**config.mk**
```make
export PLATFORM = sky130hd
export DESIGN_NAME = object_centroid
export DESIGN_NICKNAME = d
export VERILOG_FILES = /design/src/rtl/object_centroid.sv
export SDC_FILE = /design/constraint.sdc
export NUM_CORES = 1
export LEC_CHECK = 0
export ABC_AREA = 1
export CORE_MARGIN = 10
export CORE_UTILIZATION = 35
export DETAILED_ROUTE_END_ITERATION = 12
export SLEW_MARGIN = 30
export SYNTH_ARGS = -nofsm -noshare
export SYNTH_HDL_FRONTEND = slang
export SYNTH_SLANG_ARGS = --single-unit
export TNS_END_PERCENT = 20
```
**constraint.sdc**
```tcl
create_clock -name clk -period 7.45 [get_ports clk]
set_input_delay 1.8625 -clock clk [delete_from_list [all_inputs] [get_ports clk]]
set_output_delay 1.8625 -clock clk [all_outputs]
set_load 0.01 [all_outputs]
```
**src/rtl/object_centroid.sv**
```systemverilog
// object_centroid
//   Accumulates the coordinates of every object pixel in a video frame and, at
//   frame end, divides the coordinate sums by the pixel count to get the
//   object's mean position. The result is held until the next publish.
//
// Ports
//   clk, aresetn          clock, asynchronous active-low reset
//   enable                accumulation enable (pixels ignored when low)
//   pix_valid             x_pos/y_pos/pix_active valid this cycle
//   pix_active            pixel is part of the object mask
//   x_pos, y_pos          current pixel column / row
//   frame_end             one-cycle pulse after the last pixel of a frame
//   x_obj, y_obj          registered centroid column / row
//   obj_valid             last processed frame produced a valid centroid
//   done                  one-cycle pulse when x_obj/y_obj/obj_valid update
//   busy                  divider active
//   overrun               one-cycle pulse: frame_end arrived while busy
module object_centroid #(
    parameter int DISP_WIDTH = 11,
    parameter int CNT_WIDTH  = 19,
    parameter int SUM_WIDTH  = 30,
    parameter int MIN_PIXELS = 16
) (
    input  logic                  clk,
    input  logic                  aresetn,
    input  logic                  enable,
    input  logic                  pix_valid,
    input  logic                  pix_active,
    input  logic [DISP_WIDTH-1:0] x_pos,
    input  logic [DISP_WIDTH-1:0] y_pos,
    input  logic                  frame_end,
    output logic [DISP_WIDTH-1:0] x_obj,
    output logic [DISP_WIDTH-1:0] y_obj,
    output logic                  obj_valid,
    output logic                  done,
    output logic                  busy,
    output logic                  overrun
);

    localparam logic [1:0] ST_ACCUM   = 2'd0;
    localparam logic [1:0] ST_DIV     = 2'd1;
    localparam logic [1:0] ST_PUBLISH = 2'd2;
    localparam int         IW         = $clog2(SUM_WIDTH + 1);

    logic [1:0]           state;
    logic [SUM_WIDTH-1:0] sum_x, sum_y;
    logic [CNT_WIDTH-1:0] count;

    // Frame totals including a pixel that lands in the frame_end cycle.
    logic                 qual;
    logic [SUM_WIDTH-1:0] tot_x, tot_y;
    logic [CNT_WIDTH-1:0] tot_cnt;

    // Divider: quotient registers start as the dividend and are shifted out
    // MSB first into the remainder while quotient bits shift in at the LSB.
    logic [SUM_WIDTH-1:0] quo_x, quo_y, rem_x, rem_y, divisor;
    logic [SUM_WIDTH-1:0] rsh_x, rsh_y;
    logic [IW-1:0]        iter;

    assign qual    = enable & pix_valid & pix_active;
    assign tot_x   = sum_x + (qual ? SUM_WIDTH'(x_pos) : '0);
    assign tot_y   = sum_y + (qual ? SUM_WIDTH'(y_pos) : '0);
    assign tot_cnt = (qual && (count != '1)) ? count + 1'b1 : count;

    assign rsh_x = {rem_x[SUM_WIDTH-2:0], quo_x[SUM_WIDTH-1]};
    assign rsh_y = {rem_y[SUM_WIDTH-2:0], quo_y[SUM_WIDTH-1]};

    // Accumulators run independently of the FSM; frame_end always restarts
    // them, so a frame arriving while busy is simply dropped.
    always_ff @(posedge clk or negedge aresetn) begin
        if (!aresetn) begin
            sum_x <= '0;
            sum_y <= '0;
            count <= '0;
        end else if (frame_end) begin
            sum_x <= '0;
            sum_y <= '0;
            count <= '0;
        end else begin
            sum_x <= tot_x;
            sum_y <= tot_y;
            count <= tot_cnt;
        end
    end

    always_ff @(posedge clk or negedge aresetn) begin
        if (!aresetn) begin
            state     <= ST_ACCUM;
            quo_x     <= '0;
            quo_y     <= '0;
            rem_x     <= '0;
            rem_y     <= '0;
            divisor   <= '0;
            iter      <= '0;
            x_obj     <= '0;
            y_obj     <= '0;
            obj_valid <= 1'b0;
            done      <= 1'b0;
            busy      <= 1'b0;
            overrun   <= 1'b0;
        end else begin
            done    <= 1'b0;
            overrun <= 1'b0;
            case (state)
                ST_ACCUM: begin
                    if (frame_end) begin
                        if (tot_cnt < CNT_WIDTH'(MIN_PIXELS)) begin
                            // Too few pixels: report invalid, keep old position.
                            obj_valid <= 1'b0;
                            done      <= 1'b1;
                        end else begin
                            quo_x   <= tot_x;
                            quo_y   <= tot_y;
                            rem_x   <= '0;
                            rem_y   <= '0;
                            divisor <= SUM_WIDTH'(tot_cnt);
                            iter    <= IW'(SUM_WIDTH);
                            busy    <= 1'b1;
                            state   <= ST_DIV;
                        end
                    end
                end
                ST_DIV: begin
                    if (frame_end) overrun <= 1'b1;
                    if (iter == '0) begin
                        state <= ST_PUBLISH;
                    end else begin
                        iter <= iter - 1'b1;
                        if (rsh_x >= divisor) begin
                            rem_x <= rsh_x - divisor;
                            quo_x <= {quo_x[SUM_WIDTH-2:0], 1'b1};
                        end else begin
                            rem_x <= rsh_x;
                            quo_x <= {quo_x[SUM_WIDTH-2:0], 1'b0};
                        end
                        if (rsh_y >= divisor) begin
                            rem_y <= rsh_y - divisor;
                            quo_y <= {quo_y[SUM_WIDTH-2:0], 1'b1};
                        end else begin
                            rem_y <= rsh_y;
                            quo_y <= {quo_y[SUM_WIDTH-2:0], 1'b0};
                        end
                    end
                end
                ST_PUBLISH: begin
                    if (frame_end) overrun <= 1'b1;
                    // A mean coordinate always fits DISP_WIDTH; truncation is exact.
                    x_obj     <= quo_x[DISP_WIDTH-1:0];
                    y_obj     <= quo_y[DISP_WIDTH-1:0];
                    obj_valid <= 1'b1;
                    done      <= 1'b1;
                    busy      <= 1'b0;
                    state     <= ST_ACCUM;
                end
                default: state <= ST_ACCUM;
            endcase
        end
    end

endmodule

```
==> results of run 1 <==
## synthesized netlist by cell type (11+ instances only)
| master | count | share of area |
|---|---|---|
| nand3_1 | 139 | 0.040 |
| nand4_1 | 161 | 0.057 |
| ha_1 | 66 | 0.047 |
| xnor2_1 | 33 | 0.016 |
| a21oi_1 | 66 | 0.019 |
| nor3_1 | 37 | 0.011 |
| clkbuf_1 | 75 | 0.016 |
| dfrtp_1 | 249 | 0.36 |
| xor2_1 | 21 | 0.010 |
| nand3b_1 | 20 | 0.0086 |
| nand2_1 | 1064 | 0.23 |
| o21ai_0 | 114 | 0.033 |
| buf_2 | 11 | 0.0031 |
| nor2_1 | 282 | 0.060 |
| inv_1 | 283 | 0.061 |
## state kept, by name, summed over array words and instances, names as in the netlist
name       flops
busy           1
count         19
divisor       19
done           1
iter           5
obj_valid      1
overrun        1
quo_x         30
quo_y         30
rem_x         29
rem_y         29
state          2
sum_x         30
sum_y         30
x_obj         11
y_obj         11
## through the flow
| stage | cell area [sq um] | util | power, mW |
|---|---|---|---|
| after floorplan | 17500 | - | 6.05 |
| after global routing | 19700 | 0.401 | 10.0 |
| after detailed placement | 18600 | 0.378 | 7.57 |
| final | 19700 | 0.401 | 9.19 |
| after global placement | 18600 | 0.378 | 7.48 |
| after CTS | 19700 | 0.400 | 9.21 |
## kinds of logic after synthesis
group | count (synthesis) | synth area share
compound gates | 206 | 0.0621
xor+xnor | 54 | 0.0270
fa+ha+maj | 70 | 0.0517
buf+inv | 383 | 0.0875
flops | 249 | 0.355
mux | 1 | 0.000571
simple gates | 1730 | 0.416
## report_power, final
part	internal (mW)	switching, mW
registers	1.59	0.200
clock network	0.975	0.621
logic	1.85	3.95
total	4.42	4.77
## worst max-delay path: stages
cell,delay (ns)
clkdlybuf4s50_1,0.46
nand3_1,0.07
buf_4,0.24
nor2_1,0.68
nand2_1,0.12
nand2_1,0.13
nand2_1,0.06
inv_1,0.05
nand2_1,0.06
nor2_2,0.17
nand3_4,0.35
nand3_4,0.47
buf_12,0.42
nand2_1,0.10
nand2_1,0.08
## metal layers
metal  share of wire  up-vias  GRT usage  wire length, um
met5               0        -          0                0
met4           0.025        0     0.0495             1310
met3           0.046       75     0.0189             2390
met2            0.48      412      0.296            25000
met1            0.45     8115      0.226            23800
li1                -     8607          -                -
## cell type report
type                            instances  area (sq um)
Fill cell                            5310         29500
Inverter                              283          1060
Clock buffer                           49           953
Timing Repair Buffer                   70           698
Sequential cell                       249          6230
Tap cell                              664           831
Clock inverter                          9           128
Multi-Input combinational cell       2061          9830
## worst max path at each step
stage               cells past startpoint       start   endpoint  slack, ns
floorplan                              19  pix_active  quo_x[16]       3.27
global placement                       14      enable  rem_y[23]       2.09
finish                                 15      enable   quo_y[6]       2.58
global route                           13      enable   rem_x[2]       2.23
detailed placement                     13      enable   rem_x[8]       1.96
CTS                                    13      enable  rem_x[13]       2.56
==> results.py, run 1 <==
metrics = {
    "outcome": {
        "outcome": "finished clean",
    },
    "clock_tree": {
        "post_cts_buffers": 0,
        "clk_pin_slew_ns": 0.06,
        "clock-sinks": 249,
        "cts_hold_buf": 0,
        "tritoncts": "yes",
        "clockBufferDepth": 3,
        "cts_made_buffers": 31,
        "cts-root-buf": "clkbuf_16",
        "clk_latency_ns": 0.59,
        "cts_resized": 0,
        "htreeDepth": 1,
    },
    "min_path": {
        "hold_start": "quo_x[13]",
        "worst_hold_path.endpoint": "quo_x[13]",
        "hold_class": "reg -> reg",
        "hold_depth": 2,
    },
    "floorplan": {
        "die_area_sq_um": 59500,
        "die_x_um": 244,
        "core-area_sq_um": 49300,
        "die_y_um": 244,
        "start_util": 0.356,
        "rows": 81,
        "ios": 54,
    },
    "finish": {
        "drive_gt1_frac": 0.0345,
        "instances_no_fill": 3385,
        "final_common_cell": "nand2_1",
        "antenna_cells": 0,
        "area_growth_pct": 12.5,
        "nets": 2794,
        "mostFrequentLayoutCells": "nand2_1, inv_1, nor2_1",
    },
    "synthesis": {
        "synth.cell_area_sq_um": 17500,
        "syn_nets": 2791,
        "synth_seq_cells": 249,
        "ys_seq_area_frac": 0.355,
        "yosysWarnings": 0,
        "ys_types": 40,
        "syn_inst": 2693,
        "syn_area_per_cell_sq_um": 6.51,
        "synth-main-ff-cell": "dfrtp_1",
        "async_reset_ff_frac": 1.00,
        "synth_edf_count": 0,
    },
    "placement": {
        "hpwl_um": 37800,
        "numPortBuffers": 53,
        "place_inst": 3327,
        "preCtsSetupSlack_ns": 1.96,
        "gp_congestion": 0.957,
    },
    "setup_path": {
        "r2r-start": "count[0]",
        "crit_path_start_kind": "primary input",
        "crit_required_ns": 7.97,
        "ff2ff_path_depth": 17,
        "worstPathArrival_ns": 5.39,
        "ff2ff_setup_slack_ns": 3.56,
        "r2r-end": "quo_y[6]",
        "end_kind": "register",
        "crit_type": "in -> reg",
        "cp_max_fo": 91,
    },
    "routing": {
        "drt_iter0_markers": 1380,
        "totalWireLength_um": 52500,
        "drc": 0,
        "vias_per_cell": 5.08,
        "dr.pass1.iters": 6,
        "wl_per_cell_um": 15.5,
        "vias": 17200,
        "ant_nets": 0,
    },
    "sta": {
        "slew_headroom": 0.380,
        "whs_ns": 0.471,
        "fin_crit_ns": 4.87,
        "finalSetupViolCount": 0,
        "rsz0062_at_grt": "no",
        "post-route-period-util": 0.654,
        "worst_pin_slew_ns": 0.930,
        "hold_viol": 0,
        "fin_tns_setup_ns": 0,
        "fmax_mhz": 205,
        "slew_violations": 0,
        "clock_skew_ns": 0.0154,
        "setup_slack_ns": 2.58,
    },
    "global_routing": {
        "antenna_found_initial": 0,
        "grt_overflow": 0,
        "grt.total_usage": 0.173,
        "grt_start_max_net_pins": 150,
        "grt_pass1_wl_um": 86400,
        "grt_pass1_vias": 16600,
    },
    "job": {
        "drv_cap": 0,
    },
    "power_and_ir_drop": {
        "powerDensity_nw_per_um2": 466,
        "ir_drop_mv": 0.282,
        "p_leak_nw": 10.3,
    },
}
Power figures use the tool's default switching activity.
==> inputs of run 2 (changes only) <==
==> constraint.sdc (replaced) <==
create_clock -name clk -period 4.3 [get_ports clk]
set_input_delay 1.075 -clock clk [delete_from_list [all_inputs] [get_ports clk]]
set_output_delay 1.075 -clock clk [all_outputs]
set_load 0.01 [all_outputs]
==> results.py, run 2 (synthesis gave the netlist of run 1 again) <==
metrics = {
    "routing": {
        "wl_per_cell_um": 15.7,
        "drc": 0,
        "drt_iter0_markers": 1318,
        "vias_per_cell": 5.02,
        "vias": 17000,
        "ant_nets": 0,
        "dr.pass1.iters": 8,
        "totalWireLength_um": 53200,
    },
    "finish": {
        "fin_util": 0.402,
        "fin_area_sq_um": 19800,
        "antenna_cells": 0,
        "nets": 2806,
        "drive_gt1_frac": 0.0370,
        "nFillCells": 5359,
        "instances_no_fill": 3394,
        "final_common_cell": "nand2_1",
        "area_growth_pct": 13.0,
        "mostFrequentLayoutCells": "nand2_1, inv_1, nor2_1",
    },
    "clock_tree": {
        "clockBufferDepth": 3,
        "htreeDepth": 1,
        "cts-root-buf": "clkbuf_16",
        "cts_hold_buf": 0,
        "tritoncts": "yes",
        "clk_latency_ns": 0.60,
        "clock-sinks": 249,
        "post_cts_buffers": 0,
        "cts_made_buffers": 31,
        "clk_pin_slew_ns": 0.06,
        "cts_resized": 0,
    },
    "setup_path": {
        "crit_type": "in -> reg",
        "crit_path_start_kind": "primary input",
        "ff2ff_setup_slack_ns": 0.96,
        "cp_max_fo": 15,
        "worstPathArrival_ns": 4.19,
        "crit_required_ns": 4.84,
        "end_kind": "register",
    },
    "power_and_ir_drop": {
        "switching_share": 0.525,
        "power.share.sequential": 0.195,
        "p_clk_frac": 0.163,
        "ir_drop_mv": 0.450,
        "p_leak_nw": 10.3,
        "finalPower_mw": 15.9,
        "powerDensity_nw_per_um2": 804,
        "combPwrFrac": 0.642,
        "power_switching_mw": 8.37,
        "p_int_mw": 7.56,
    },
    "sta": {
        "rsz0062_at_grt": "no",
        "fmax_mhz": 274,
        "setup_slack_ns": 0.653,
        "hold_viol": 0,
        "finalSetupViolCount": 0,
        "slew_headroom": 0.413,
        "clock_skew_ns": 0.0197,
        "fin_crit_ns": 3.65,
        "slew_violations": 0,
        "fin_tns_setup_ns": 0,
        "post-route-period-util": 0.848,
        "worst_pin_slew_ns": 0.880,
        "whs_ns": 0.431,
    },
    "global_routing": {
        "grt_pass1_wl_um": 87400,
        "grt.total_usage": 0.176,
        "grt_start_max_net_pins": 84,
        "grt_pass1_vias": 16500,
        "grt_overflow": 0,
        "antenna_found_initial": 0,
    },
    "floorplan": {
        "die_area_sq_um": 59500,
        "ios": 54,
        "core-area_sq_um": 49300,
        "start_util": 0.356,
        "rows": 81,
        "die_x_um": 244,
        "die_y_um": 244,
    },
    "outcome": {
        "outcome": "finished clean",
    },
    "placement": {
        "gp_congestion": 0.940,
        "hpwl_um": 38700,
        "numPortBuffers": 53,
        "place_inst": 3339,
        "preCtsSetupSlack_ns": 0.0876,
        "placed_cell_area_sq_um": 18800,
    },
    "min_path": {
        "hold_class": "in -> async",
    },
    "job": {
        "drv_cap": 0,
    },
}
run 2: power groups by stage:
stage | registers (mW) | clock network, mW | logic [mW]
3_3_place_gp | 3.13 | 0 | 10.1
4_1_cts | 3.10 | 2.68 | 10.2
5_1_grt | 3.16 | 2.76 | 11.6
6_report | 3.10 | 2.60 | 10.2
3_5_place_dp | 3.13 | 0 | 10.1
2_1_floorplan | 3.07 | 0 | 7.41
run 2: area by class of cell:
class                   instances  area (sq um)  area share
inverters                     283          1060      0.0536
flip-flops and latches        249          6230       0.314
multi-input cells            2061          9830       0.496
repair buffers                 82           852      0.0430
well taps                     664           831      0.0419
clock buffers                  45           878      0.0443
clock inverters                10           128     0.00644
run 2: path summary, 6_finish.rpt:
path                                  from        end  cells past startpoint
worst max register to register    count[0]  rem_y[24]                     18
max in group asynchronous          aresetn   y_obj[2]                      2
worst min register to register   quo_x[18]  quo_x[18]                      2
worst max-delay path            pix_active  quo_y[16]                     19
min in group clk                 quo_x[18]  quo_x[18]                      2
worst min-delay path               aresetn  sum_y[11]                      1
run 2: critical path: stages:
cell	delay (ns)
clkdlybuf4s50_1	0.46
nand3_1	0.12
buf_12	0.18
nor2_1	0.31
ha_1	0.28
inv_1	0.07
fa_1	0.39
inv_1	0.10
nand3_1	0.07
nand2_1	0.19
nand4_1	0.12
nand2_1	0.15
nand2_1	0.06
nand2_1	0.13
nor2_1	0.07
nand3b_1	0.15
nand2_1	0.09
nand4_1	0.09
nand2_1	0.08
run 2: metal layers:
| layer | global-route usage | routed length, um | share of wire |
|---|---|---|---|
| met4 | 0.0499 | 1450 | 0.027 |
| met5 | 0 | 0 | 0 |
| met1 | 0.235 | 24900 | 0.47 |
| met3 | 0.0202 | 2100 | 0.039 |
| met2 | 0.295 | 24700 | 0.46 |
==> inputs of run 3 (changes only) <==
==> constraint.sdc (replaced) <==
create_clock -name clk -period 3.5 [get_ports clk]
set_input_delay 0.875 -clock clk [delete_from_list [all_inputs] [get_ports clk]]
set_output_delay 0.875 -clock clk [all_outputs]
set_load 0.01 [all_outputs]
==> results.py, run 3 (synthesis gave the netlist of run 1 again) <==
metrics = {
    "power_and_ir_drop": {
        "p_leak_nw": 10.9,
        "ir_drop_mv": 0.741,
        "powerDensity_nw_per_um2": 954,
        "finalPower_mw": 19.9,
    },
    "global_routing": {
        "grt_start_max_net_pins": 89,
        "grt.total_usage": 0.179,
        "grt_pass1_vias": 17100,
        "grt_pass1_wl_um": 88700,
        "grt_overflow": 0,
        "antenna_found_initial": 0,
    },
    "finish": {
        "area_growth_pct": 18.6,
        "final_common_cell": "nand2_1",
        "nets": 2924,
        "fin_area_sq_um": 20800,
        "mostFrequentLayoutCells": "nand2_1, inv_1, nor2_1",
        "antenna_cells": 0,
        "nFillCells": 5283,
        "drive_gt1_frac": 0.0800,
    },
    "setup_path": {
        "ff2ff_path_depth": 17,
        "crit_type": "in -> reg",
        "ff2ff_setup_slack_ns": 0.66,
        "worstPathArrival_ns": 3.60,
        "r2r-start": "count[1]",
        "r2r-end": "quo_x[13]",
        "end_kind": "register",
        "crit_required_ns": 3.98,
        "crit_path_start_kind": "primary input",
        "cp_max_fo": 6,
    },
    "sta": {
        "clock_skew_ns": 0.0145,
        "post-route-period-util": 0.891,
        "whs_ns": 0.283,
        "setup_slack_ns": 0.383,
        "hold_viol": 0,
        "slew_violations": 0,
        "slew_headroom": 0.453,
        "fmax_mhz": 321,
        "worst_pin_slew_ns": 0.820,
        "fin_tns_setup_ns": 0,
        "rsz0062_at_grt": "no",
        "fin_crit_ns": 3.12,
        "finalSetupViolCount": 0,
    },
    "routing": {
        "dr.pass1.iters": 5,
        "wl_per_cell_um": 15.3,
        "ant_nets": 0,
        "vias": 17500,
        "totalWireLength_um": 53800,
        "drt_iter0_markers": 1287,
        "drc": 0,
        "vias_per_cell": 4.98,
    },
    "floorplan": {
        "ios": 54,
        "die_area_sq_um": 59500,
        "core-area_sq_um": 49300,
        "start_util": 0.356,
        "rows": 81,
        "die_x_um": 244,
        "die_y_um": 244,
    },
    "clock_tree": {
        "clock-sinks": 249,
        "cts-root-buf": "clkbuf_16",
        "tritoncts": "yes",
        "cts_hold_buf": 0,
        "clockBufferDepth": 3,
        "clk_latency_ns": 0.60,
        "clk_pin_slew_ns": 0.06,
        "htreeDepth": 1,
        "post_cts_buffers": 0,
        "cts_made_buffers": 31,
    },
    "placement": {
        "placed_cell_area_sq_um": 19700,
        "gp_congestion": 0.967,
        "numPortBuffers": 53,
        "hpwl_um": 39800,
        "preCtsSetupSlack_ns": -0.533,
    },
    "job": {
        "drv_cap": 0,
    },
    "outcome": {
        "outcome": "finished clean",
    },
    "min_path": {
        "hold_class": "in -> async",
    },
}
run 3: cell count changes in the layout (fill, tap and decap cells not counted), sizes merged:
cell	before	now
buf	31	149
bufinv	2	3
clkbuf	45	40
clkinv	4	7
clkinvlp	2	4
run 3: worst max-delay path by stage:
stage                    start   endpoint  slack (ns)  cells after the start
finish                  enable  quo_x[14]        0.38                     17
global placement    pix_active   quo_x[8]       -0.48                     16
global route        pix_active  quo_x[22]        0.08                     20
floorplan           pix_active  quo_x[16]        0.31                     19
detailed placement      enable  quo_y[16]       -0.53                     17
CTS                     enable  quo_y[16]        0.10                     17
run 3: repair_timing:
item	CTS	global route
setup endpoints to repair	0	35
gates resized for setup	0	3
hold endpoints to repair	0	0
run 3: power by group:
part	total (mW)	leakage, nW	internal (mW)	switching (mW)
logic	12.7	6.99	4.17	8.54
registers	3.81	3.41	3.39	0.418
clock network	3.33	0.513	1.97	1.36
total	19.9	10.9	9.54	10.3
run 3: layout make-up:
class,instances,area (sq um),share of cell area
Clock buffer,40,870,0.0418
Clock inverter,16,184,0.00884
Inverter,283,1060,0.0511
Multi-Input combinational cell,2061,9850,0.474
Sequential cell,249,6230,0.300
Tap cell,664,831,0.0399
Timing Repair Buffer,200,1770,0.0852
run 3: layer usage:
metal / global-route usage / up-vias / wire, um
met2: 0.302 / 368 / 25100
met4: 0.0508 / 0 / 1550
li1: - / 8873 / -
met1: 0.237 / 8170 / 25100
met5: 0 / - / 0
met3: 0.0190 / 80 / 2010
run 3: critical path: stages:
cell             delay (ns)
clkdlybuf4s50_1        0.50
nand3_4                0.16
nor2_1                 0.13
ha_1                   0.19
inv_1                  0.08
fa_1                   0.40
inv_1                  0.09
nand3_1                0.07
nand2_1                0.09
nand3_1                0.07
nand2_1                0.11
nand2_1                0.06
nand2_1                0.21
xor2_1                 0.25
o21ai_0                0.10
nand4_1                0.13
nand2_1                0.07
run 3: through the flow:
step,util,cells
floorplan,-,2693
global placement,0.400,3457
detailed placement,0.400,3457
CTS,0.422,3513
global route,0.422,3513
finish,0.422,3513
